[src/rtl/cave_scroller.sv]
// Side-scrolling cave playfield: keeps a circular history of cave-top samples,
// answers per-pixel wall queries for the VGA path, and detects copter/wall hits.
module cave_scroller #(
    parameter int NUM_COLS      = 64,
    parameter int COL_WIDTH     = 10,
    parameter int GAP           = 300,
    parameter int SCROLL_PERIOD = 1000000,
    parameter int COPTER_COL    = 8,
    parameter int COPTER_H      = 20
) (
    input  logic       clk,
    input  logic       reset,
    input  logic       start,
    input  logic       gameover,
    input  logic [8:0] point,
    input  logic [9:0] x,
    input  logic [8:0] y,
    input  logic [8:0] copter_y,
    output logic       in_wall,
    output logic       collide,
    output logic       scroll_tick,
    output logic       running
);
    localparam int HW       = (NUM_COLS > 1) ? $clog2(NUM_COLS) : 1;
    localparam int CW       = (SCROLL_PERIOD > 1) ? $clog2(SCROLL_PERIOD) : 1;
    localparam int SCREEN_W = NUM_COLS * COL_WIDTH;

    localparam logic [8:0]    RESET_TOP = 9'(240 - GAP / 2);
    localparam logic [9:0]    GAP10     = 10'(GAP);
    localparam logic [9:0]    CH10      = 10'(COPTER_H);
    localparam logic [CW-1:0] CNT_LAST  = CW'(SCROLL_PERIOD - 1);
    localparam logic [HW-1:0] HEAD_LAST = HW'(NUM_COLS - 1);

    typedef enum logic [1:0] {IDLE, RUN, OVER} state_t;

    state_t        state_reg, state_next;
    logic [CW-1:0] cnt_reg;
    logic [HW-1:0] head_reg;
    logic [8:0]    buf_reg [NUM_COLS];
    logic          in_wall_reg;
    logic          collide_reg;

    logic                scroll_evt;
    logic [NUM_COLS-1:0] col_we;
    logic [HW-1:0]       wall_idx;
    logic [HW-1:0]       copter_idx;
    logic                in_screen;
    logic [9:0]          wall_top, wall_bot;
    logic [9:0]          copter_top, copter_bot;
    logic                wall_hit, copter_hit;

    always_ff @(posedge clk) begin
        if (reset) state_reg <= IDLE;
        else       state_reg <= state_next;
    end

    // gameover is deliberately ignored in IDLE so a simultaneous start still runs
    always_comb begin
        state_next = state_reg;
        case (state_reg)
            IDLE:    if (start) state_next = RUN;
            RUN:     if (gameover || collide_reg) state_next = OVER;
            OVER:    state_next = OVER;
            default: state_next = IDLE;
        endcase
    end

    assign scroll_evt = (state_reg == RUN) && (cnt_reg == CNT_LAST);

    always_ff @(posedge clk) begin
        if (reset) begin
            cnt_reg  <= '0;
            head_reg <= '0;
        end else if (state_reg == RUN) begin
            cnt_reg <= scroll_evt ? '0 : cnt_reg + 1'b1;
            if (scroll_evt)
                head_reg <= (head_reg == HEAD_LAST) ? '0 : head_reg + 1'b1;
        end
    end

    genvar gi;
    generate
        for (gi = 0; gi < NUM_COLS; gi++) begin : g_we
            assign col_we[gi] = scroll_evt && (head_reg == HW'(gi));
        end
    endgenerate

    always_ff @(posedge clk) begin
        for (int i = 0; i < NUM_COLS; i++) begin
            if (reset)          buf_reg[i] <= RESET_TOP;
            else if (col_we[i]) buf_reg[i] <= point;
        end
    end

    // head points at the oldest entry, so screen column c reads head+c
    always_comb begin
        int wall_sum;
        int copter_sum;
        wall_sum   = 0;
        copter_sum = 0;
        in_screen  = int'(x) < SCREEN_W;
        wall_sum   = (int'(head_reg) + int'(x) / COL_WIDTH) % NUM_COLS;
        copter_sum = (int'(head_reg) + COPTER_COL) % NUM_COLS;
        wall_idx   = HW'(wall_sum);
        copter_idx = HW'(copter_sum);
    end

    assign wall_top   = {1'b0, buf_reg[wall_idx]};
    assign wall_bot   = wall_top + GAP10;
    assign copter_top = {1'b0, buf_reg[copter_idx]};
    assign copter_bot = copter_top + GAP10;

    assign wall_hit   = in_screen && (({1'b0, y} < wall_top) || ({1'b0, y} >= wall_bot));
    assign copter_hit = ({1'b0, copter_y} < copter_top) ||
                        (({1'b0, copter_y} + CH10) > copter_bot);

    always_ff @(posedge clk) begin
        if (reset) begin
            in_wall_reg <= 1'b0;
            collide_reg <= 1'b0;
        end else begin
            in_wall_reg <= wall_hit;
            if (state_reg == RUN && copter_hit)
                collide_reg <= 1'b1;
        end
    end

    assign in_wall     = in_wall_reg;
    assign collide     = collide_reg;
    assign scroll_tick = scroll_evt;
    assign running     = (state_reg == RUN);

endmodule
[config.mk]
export PLATFORM = sky130hd
export DESIGN_NAME = cave_scroller
export DESIGN_NICKNAME = d
export VERILOG_FILES = /design/src/rtl/cave_scroller.sv
export SDC_FILE = /design/constraint.sdc
export NUM_CORES = 1
export LEC_CHECK = 0
export CAP_MARGIN = 20
export CORE_ASPECT_RATIO = 1.1
export CORE_UTILIZATION = 64
export CTS_CLUSTER_SIZE = 8
export DETAILED_ROUTE_END_ITERATION = 10
export PLACE_DENSITY = 0.8
export SLEW_MARGIN = 0
export SYNTH_ARGS = -nofsm -noshare
export SYNTH_HDL_FRONTEND = slang
export SYNTH_SLANG_ARGS = --single-unit
[constraint.sdc]
create_clock -name clk -period 12.1 [get_ports clk]
set_input_delay 1.815 -clock clk [delete_from_list [all_inputs] [get_ports clk]]
set_output_delay 1.815 -clock clk [all_outputs]
set_load 0.02 [all_outputs]
Word level (Yosys, flattened, before mapping)
Memories as Yosys holds them, arrays and structs flattened.
Cells that the tools add are included.
{ "op_classes": {"muxes": 263, "div": 1, "n_addsub": 7, "n_reduce_logical": 74, "n_eq_ne": 68, "n_lt_le_gt_ge": 5, "bitwise": 64} }
{ "ops": {"columns": ["operator", "n"], "rows": [
  ["$mux 9", 64],
  ["$mux 1", 194],
  ["$eq 6x6->1 const B", 32],
  ["$eq 6x5->1 const B", 16],
  ["$logic_and 1x1->1", 67],
  ["$or 1x1->1", 64],
  ["$eq 6x4->1 const B", 8],
  ["$div 11x5->32 const B", 1],
  ["$eq 6x3->1 const B", 4],
  ["$add 20x1->20 const B", 1],
  ["$add 9x9->10 const B", 2],
  ["$eq 20x20->1 const B", 1],
  ["$mux 20", 1],
  ["$lt 9x9->1", 2],
  ["$eq 6x2->1 const B", 2],
  ["$add 9x5->10 const B", 1],
  ["$ge 9x10->1", 1],
  ["$gt 10x10->1", 1],
  ["$lt 10x10->1 const B", 1],
  ["$add 6x1->6 const B", 1],
  ["$add 6x4->6 const B", 1],
  ["$add 6x6->6", 1],
  ["$eq 6x1->1 const B", 1],
  ["$logic_not 6->1", 1],
  ["other kinds (10)", 14]
]} }
{ "word_totals": {"ramBits": 576, "ff_bits": 30, "input_bits": 41, "word_cells": 488, "n_memories": 1} }
{ "memory_table": {"columns": ["name", "depth", "word_bits", "read_ports", "rd_clocked_by_memory_dff", "write_ports", "line", "rtl"], "rows": [
  ["buf_reg", 64, 9, 2, 0, 64, "39", "logic [8:0] buf_reg [NUM_COLS];"]
]} }

Longest topological paths before layout
Gate-level depths: netlist (run 1).
{ "depth": {"depth_word": 7, "mapped_depth": 39} }

Least setup slack after synthesis (run 1)
Ideal clock, no wire load.
{ "synth_timing": {"path_kind": "input-to-reg", "start": "input x[7]", "end": "register in_wall_reg, in the netlist in_wall", "t_arrival_ns": 10.023, "slack_ns": 1.956, "n_path_buf": 6, "cell_stages": 38, "required_ns": 11.979, "cell_sequence": "buf_6 -> nor2_1 -> inv_1 -> ha_1 -> nand2b_1 -> a2bb2oi_2 -> o2111ai_4 -> nor3_4 -> mux2i_2 -> and2_4 -> inv_2 -> o32ai_1 -> nor4_2 -> or3_1 -> o32ai_2 -> nand4_1 -> ha_1 -> fa_1 -> [... 2 more ...] -> clkbuf_1 -> clkbuf_1 -> clkbuf_1 -> mux4_2 -> mux4_2 -> mux4_2 -> ha_1 -> nand2b_1 -> a21oi_1 -> o21bai_1 -> a21o_1 -> a21o_1 -> a21oi_1 -> nor2b_1 -> o21ai_0 -> nand2b_1 -> a21oi_1 -> o41ai_1"} }
{ "synth_via": {"elab_chain_len": 7} }
{ "synth_lines": {"columns": ["element", "line", "rtl"], "rows": [
  ["start, declared", "16", "input logic [9:0] x,"],
  ["$div 11x5->32", "102", "wall_sum = (int'(head_reg) + int'(x) / COL_WIDTH) % NUM_COLS;"],
  ["$add 6x6->6", "102", null],
  ["$mem_v2 64x9", null, null],
  ["$add 9x9->10", "109", "assign wall_bot = wall_top + GAP10;"],
  ["$ge 9x10->1", "113", "assign wall_hit = in_screen && (({1'b0, y} < wall_top) || ({1'b0, y} >= wall_bot));"],
  ["$logic_or 1x1->1", "113", null],
  ["$logic_and 1x1->1 (*)", "113", null],
  ["end signal, assigned", "122", "in_wall_reg <= wall_hit;"],
  ["end, declared", "40", "logic in_wall_reg;"]
]} }
Every way passes the cells marked *; elsewhere a longest branch is shown, timed or not.
A chain may end at the register's enable or synchronous reset.

Worst setup path in the final report (run 1)
Same ends and word-level chain as after synthesis.

==> impl_metrics.py, run 1 <==
metrics = {
    "grt": {
        "grt_overflow_total": 0,
        "grtUsageMet1": 0.473,
        "grt_usage": 0.369,
        "grt_pass1_vias": 23393,
        "antenna_found_initial": 1,
        "grt.busiest_layer": "met2",
        "grtUsageMet2": 0.591,
        "grt_pass1_wl_um": 149000,
        "grt_max_degree": 81,
        "gr-usage-met3": 0.0900,
    },
    "clock_network": {
        "cts_sinks": 606,
        "root_buffer": "clkbuf_16",
        "cts_max_path_buffers": 3,
        "cts_hold_buf": 0,
        "cts_resized": 0,
        "cts_max_level": 3,
        "cts_setup_buffers": 0,
        "cts_buffers": 85,
        "clk_pin_slew_ns": 0.05,
        "cts_tree": "built",
        "clk_latency_ns": 0.64,
    },
    "pwr": {
        "p_leak_nw": 11.9,
        "p_per_area_nw_per_um2": 143,
        "peakVddDrop_uv": 116,
        "totalPowerFinal_mw": 5.50,
    },
    "logic_synthesis": {
        "yosysWarnings": 0,
        "synth.net_count": 2505,
        "synth_area_leaders": "edfxtp_1 49%, mux4_2 24%, and2_1 5.8%",
        "syn_area_um2": 35200,
        "ys_seq_elements": 606,
        "synthSimpleGateAreaFrac": 0.141,
        "synthMuxAreaShare": 0.244,
        "synth_edf_count": 576,
        "ys.flop_type": "edfxtp_1",
        "yosys-top-cells-count": "576 x edfxtp_1, 378 x mux4_2, 324 x and2_1",
        "yosysTopAreaCell": "edfxtp_1",
        "postSynthAreaPerCell_um2": 14.6,
        "yosysMostFrequentCell": "edfxtp_1",
        "async_flop_share": 0,
        "yosysSeqAreaShare": 0.509,
        "synth_fa_ha_area_frac": 0.0191,
        "synth_compound_area_frac": 0.0405,
        "synth_top_cell_area_share": 0.492,
        "synthCells": 2414,
        "synth_top_family_by_area": "multiplexers",
        "synthDistinctLibCells": 91,
        "synthXorXnorAreaFrac": 0.0119,
    },
    "critical_path": {
        "path_common_cell": "mux4_2",
        "r2r_slack_ns": 5.66,
        "cp_max_fo": 44,
        "crit_slowest_cell": "fa_4",
        "worstSetupEndpointType": "flip-flop",
        "critical_path_class": "in -> reg",
        "start_kind": "input port",
        "slowest_delay_ns": 1.01,
        "cp-startpoint": "x[7]",
        "reg2reg_from": "head_reg[0]$_SDFFE_PP0P_",
        "cp.required_ns": 12.64,
        "cp.arrival_ns": 11.03,
    },
    "sta": {
        "worstMarginPinSlew_ns": 1.20,
        "max-slew-margin-rel": 0.197,
        "rsz0062_at_grt": "false",
        "setup_ws_ns": 1.61,
        "finalCritPeriodShare": 0.867,
        "finalSetupViolCount": 0,
        "fmax_mhz": 95.3,
        "whs_ns": 0.463,
        "fin_crit_ns": 10.49,
        "hold_violations": 0,
        "maxSlewViolCount": 0,
        "tns_ns": 0,
        "fin_skew_ns": 0.0184,
    },
    "route": {
        "drc": 0,
        "vias_per_cell": 7.36,
        "dr_total_vias": 23130,
        "wl_per_cell_um": 31.6,
        "antenna_left": 0,
        "firstDrtPassIters": 7,
        "drt_iter0_drc": 3338,
        "drt_wl_total_um": 99200,
    },
    "floorplan": {
        "fp.dieH_um": 248,
        "placementRows": 89,
        "die_w_um": 226,
        "die_area_um2": 55900,
        "core_um2": 54000,
        "io_pins": 45,
        "start_util": 0.651,
    },
    "status": {
        "status": "finished, final reports clean",
    },
    "place": {
        "place_inst": 3006,
        "place_congestion": 0.955,
        "io_buffers": 44,
        "post-place-ws_ns": 1.10,
        "dp.final_hpwl_um": 64100,
        "post_dp_cell_area_um2": 36100,
    },
    "worst_hold_path": {
        "hold_path_class": "reg -> reg",
        "min_from": "collide$_SDFFE_PP0P_",
    },
    "finish": {
        "fin_area_um2": 38600,
        "post-route-util": 0.715,
        "fin_nets": 2469,
        "antennaDiodeCount": 0,
        "largest_register_ffs": 576,
        "layout-drive-gt1-share": 0.251,
        "stdcell_count": 3142,
        "syn_to_final_growth_pct": 9.71,
    },
    "run": {
        "maxCapViolations": 0,
    },
}
==> area by class of cell <==
cell class	instances	area, um^2
tap	728	911
inverter	43	161
sequential	606	17900
clock buffer	119	2320
fill	3249	15400
timing repair buffer	124	1150
clock inverter	4	42.5
multi-input combinational	1518	16100
==> per-layer routing <==
metal | part of all wire | wire length, um | vias to the layer above
met5 | 0 | 0 | -
met4 | 0.056 | 5580 | 0
met3 | 0.13 | 13100 | 366
met2 | 0.48 | 47600 | 1765
met1 | 0.33 | 32900 | 11626
li1 | - | - | 9373
==> cell families after synthesis <==
logic type                 after synthesis
xor gates and xnor gates                47
muxes                                  385
adders and majority gates               54
buffers and inverters                  290
DFF                                    606
AOI/OAI and AO/OA                      192
and+or+nand+nor                        840
==> placed cells by master (no fill, tap or decap), types with 4 or more instances in the layout <==
master and n:
clkdlybuf4s50_1 34, xor2_1 18, nand2_1 29, nor4_1 4, mux4_2 378, nand2b_1 11, a21oi_1 34, buf_2 10
clkbuf_1 31, nor3_1 9, inv_1 40, nor2_1 116, ha_1 48, maj3_1 4, nand3_1 26, o21a_1 8
nand4_1 15, nor2b_1 8, a211o_1 4, buf_6 14, a211oi_1 5, or2_2 8, o21ai_0 17, and2_1 324
or3_1 260, a31oi_1 4, a21o_1 12, o21bai_1 67, dfxtp_1 26, clkbuf_16 88, buf_12 7, xnor2_1 26
mux2i_1 5, buf_4 58, edfxtp_1 576, o21ai_1 5
==> report_power, final <==
part	internal, mW	total (mW)	switching, mW	leakage (nW)
logic	0.418	0.941	0.523	5.36
registers	2.35	2.38	0.0312	5.39
clock network	1.31	2.19	0.877	1.14
==> path summary, 6_finish.rpt <==
| kind | to | cells past startpoint |
|---|---|---|
| max | in_wall$_SDFF_PP0_ | 32 |
| min | collide$_SDFFE_PP0P_ | 2 |
| max reg2reg | collide$_SDFFE_PP0P_ | 19 |
| min reg2reg | collide$_SDFFE_PP0P_ | 2 |
==> worst max-delay path: cells and delay by family <==
family	cells	cell delay [ns]
AOI/OAI and AO/OA	8	1.29
xor gates and xnor gates	1	0.17
adders and majority gates	4	1.92
buffers and inverters	6	1.64
muxes	4	1.96
and+or+nand+nor	9	2.20
Power figures use the tool's default switching activity.
==> inputs of run 2 (changes only) <==
- PLACE_DENSITY: 0.8 -> 0.81
==> impl_metrics.py, run 2 (synthesis results as in run 1) <==
metrics = {
    "status": {
        "status": "finished, final reports clean",
    },
    "finish": {
        "multi_input_area_um2": 16100,
        "fillCellCount": 3320,
        "fin_nets": 2463,
        "final_cell_mix": "576 x edfxtp_1, 378 x mux4_2, 324 x and2_1, 260 x or3_1, 116 x nor2_1",
        "stdcell_count": 3130,
        "layout-drive-gt1-share": 0.249,
        "final_common_cell": "edfxtp_1",
        "largest_register_ffs": 576,
        "seq_area_um2": 17900,
        "syn_to_final_growth_pct": 9.34,
        "antennaDiodeCount": 0,
    },
    "pwr": {
        "totalPowerFinal_mw": 5.50,
        "power_frac_seq": 0.432,
        "p_per_area_nw_per_um2": 143,
        "intPower_mw": 4.06,
        "switching_share": 0.261,
        "p_comb_frac": 0.172,
        "peakVddDrop_uv": 109,
        "p_leak_nw": 11.8,
        "power_switching_mw": 1.44,
        "clkPwrFrac": 0.396,
    },
    "clock_network": {
        "cts_setup_buffers": 0,
        "cts_resized": 0,
        "cts_sinks": 606,
        "cts_tree": "built",
        "clk_pin_slew_ns": 0.06,
        "cts_hold_buf": 0,
        "cts_max_level": 3,
        "clk_latency_ns": 0.65,
        "cts_buffers": 85,
        "cts_max_path_buffers": 3,
        "root_buffer": "clkbuf_16",
    },
    "sta": {
        "fin_crit_ns": 10.50,
        "tns_ns": 0,
        "whs_ns": 0.472,
        "worstMarginPinSlew_ns": 1.20,
        "finalSetupViolCount": 0,
        "max-slew-margin-rel": 0.200,
        "fin_skew_ns": 0.0327,
        "hold_violations": 0,
        "maxSlewViolCount": 0,
        "fmax_mhz": 95.3,
        "finalCritPeriodShare": 0.867,
        "setup_ws_ns": 1.60,
        "rsz0062_at_grt": "false",
    },
    "critical_path": {
        "slowest_delay_ns": 1.01,
        "critical_path_class": "in -> reg",
        "cp_max_fo": 55,
        "cp_num_buf_inv": 5,
        "crit_slowest_cell": "fa_4",
        "cp.arrival_ns": 11.03,
        "cp.required_ns": 12.63,
        "worstSetupEndpointType": "flip-flop",
        "start_kind": "input port",
        "timing.critical_path.max_delay_family": "adder cells",
    },
    "grt": {
        "grt_usage": 0.362,
        "antenna_found_initial": 5,
        "grt_pass1_wl_um": 146000,
        "grt_max_degree": 81,
        "grt_overflow_total": 0,
        "grt_pass1_vias": 23514,
    },
    "route": {
        "antenna_left": 0,
        "firstDrtPassIters": 5,
        "drt_wl_total_um": 97800,
        "vias_per_cell": 7.35,
        "dr_total_vias": 23011,
        "drt_iter0_drc": 3348,
        "wl_per_cell_um": 31.3,
        "drc": 0,
    },
    "place": {
        "post-place-ws_ns": 1.06,
        "dp.final_hpwl_um": 64200,
        "place_inst": 3000,
        "place_congestion": 0.936,
        "io_buffers": 44,
    },
    "floorplan": {
        "placementRows": 89,
        "die_w_um": 226,
        "fp.dieH_um": 248,
        "die_area_um2": 55900,
        "core_um2": 54000,
        "io_pins": 45,
        "start_util": 0.651,
    },
    "worst_hold_path": {
        "hold_path_class": "reg -> reg",
    },
    "run": {
        "maxCapViolations": 0,
    },
}
==> run 2: worst min-delay path, stage by stage, from the launching register on <==
cell and delay (ns):
dfxtp_1 0.32, inv_1 0.05, a21oi_1 0.05
==> run 2: per-layer routing <==
layer,vias to the layer above,GRT usage,share of wire
met1,11530,0.448,0.33
met2,1755,0.590,0.49
met3,359,0.0931,0.13
met5,-,0,0.00053
met4,6,0.196,0.054
li1,9361,-,-
==> run 2: layout make-up <==
class                   instances  area share
flip-flops and latches        606       0.466
multi-input cells            1518       0.418
clock buffers                 114      0.0598
repair buffers                118      0.0270
well taps                     728      0.0237
inverters                      43     0.00420
clock inverters                 3     0.00127
==> run 2: per-stage QoR <==
| stage | utilization | instance area (um^2) |
|---|---|---|
| 3_5_place_dp | 0.667 | 36000 |
| 5_1_grt | 0.712 | 38500 |
| 2_1_floorplan | - | 35200 |
| 3_3_place_gp | 0.665 | 35900 |
| 4_1_cts | 0.710 | 38300 |
| 6_report | 0.712 | 38500 |
==> run 2: final timing paths <==
| check | from | end | slack, ns | depth (start not counted) |
|---|---|---|---|---|
| worst max-delay path | x[7] | in_wall$_SDFF_PP0_ | 1.60 | 33 |
| worst max register to register | head_reg[0]$_SDFFE_PP0P_ | collide$_SDFFE_PP0P_ | 5.72 | 19 |
| worst min-delay path | collide$_SDFFE_PP0P_ | collide$_SDFFE_PP0P_ | 0.47 | 2 |
| worst min register to register | collide$_SDFFE_PP0P_ | collide$_SDFFE_PP0P_ | 0.47 | 2 |
==> run 2: power groups by stage <==
stage	registers [mW]	clock network [mW]	logic, mW
2_1_floorplan	2.40	0	0.639
3_3_place_gp	2.41	0	0.890
3_5_place_dp	2.42	0	0.916
4_1_cts	2.38	2.18	0.924
5_1_grt	2.38	2.25	0.986
6_report	2.38	2.18	0.944
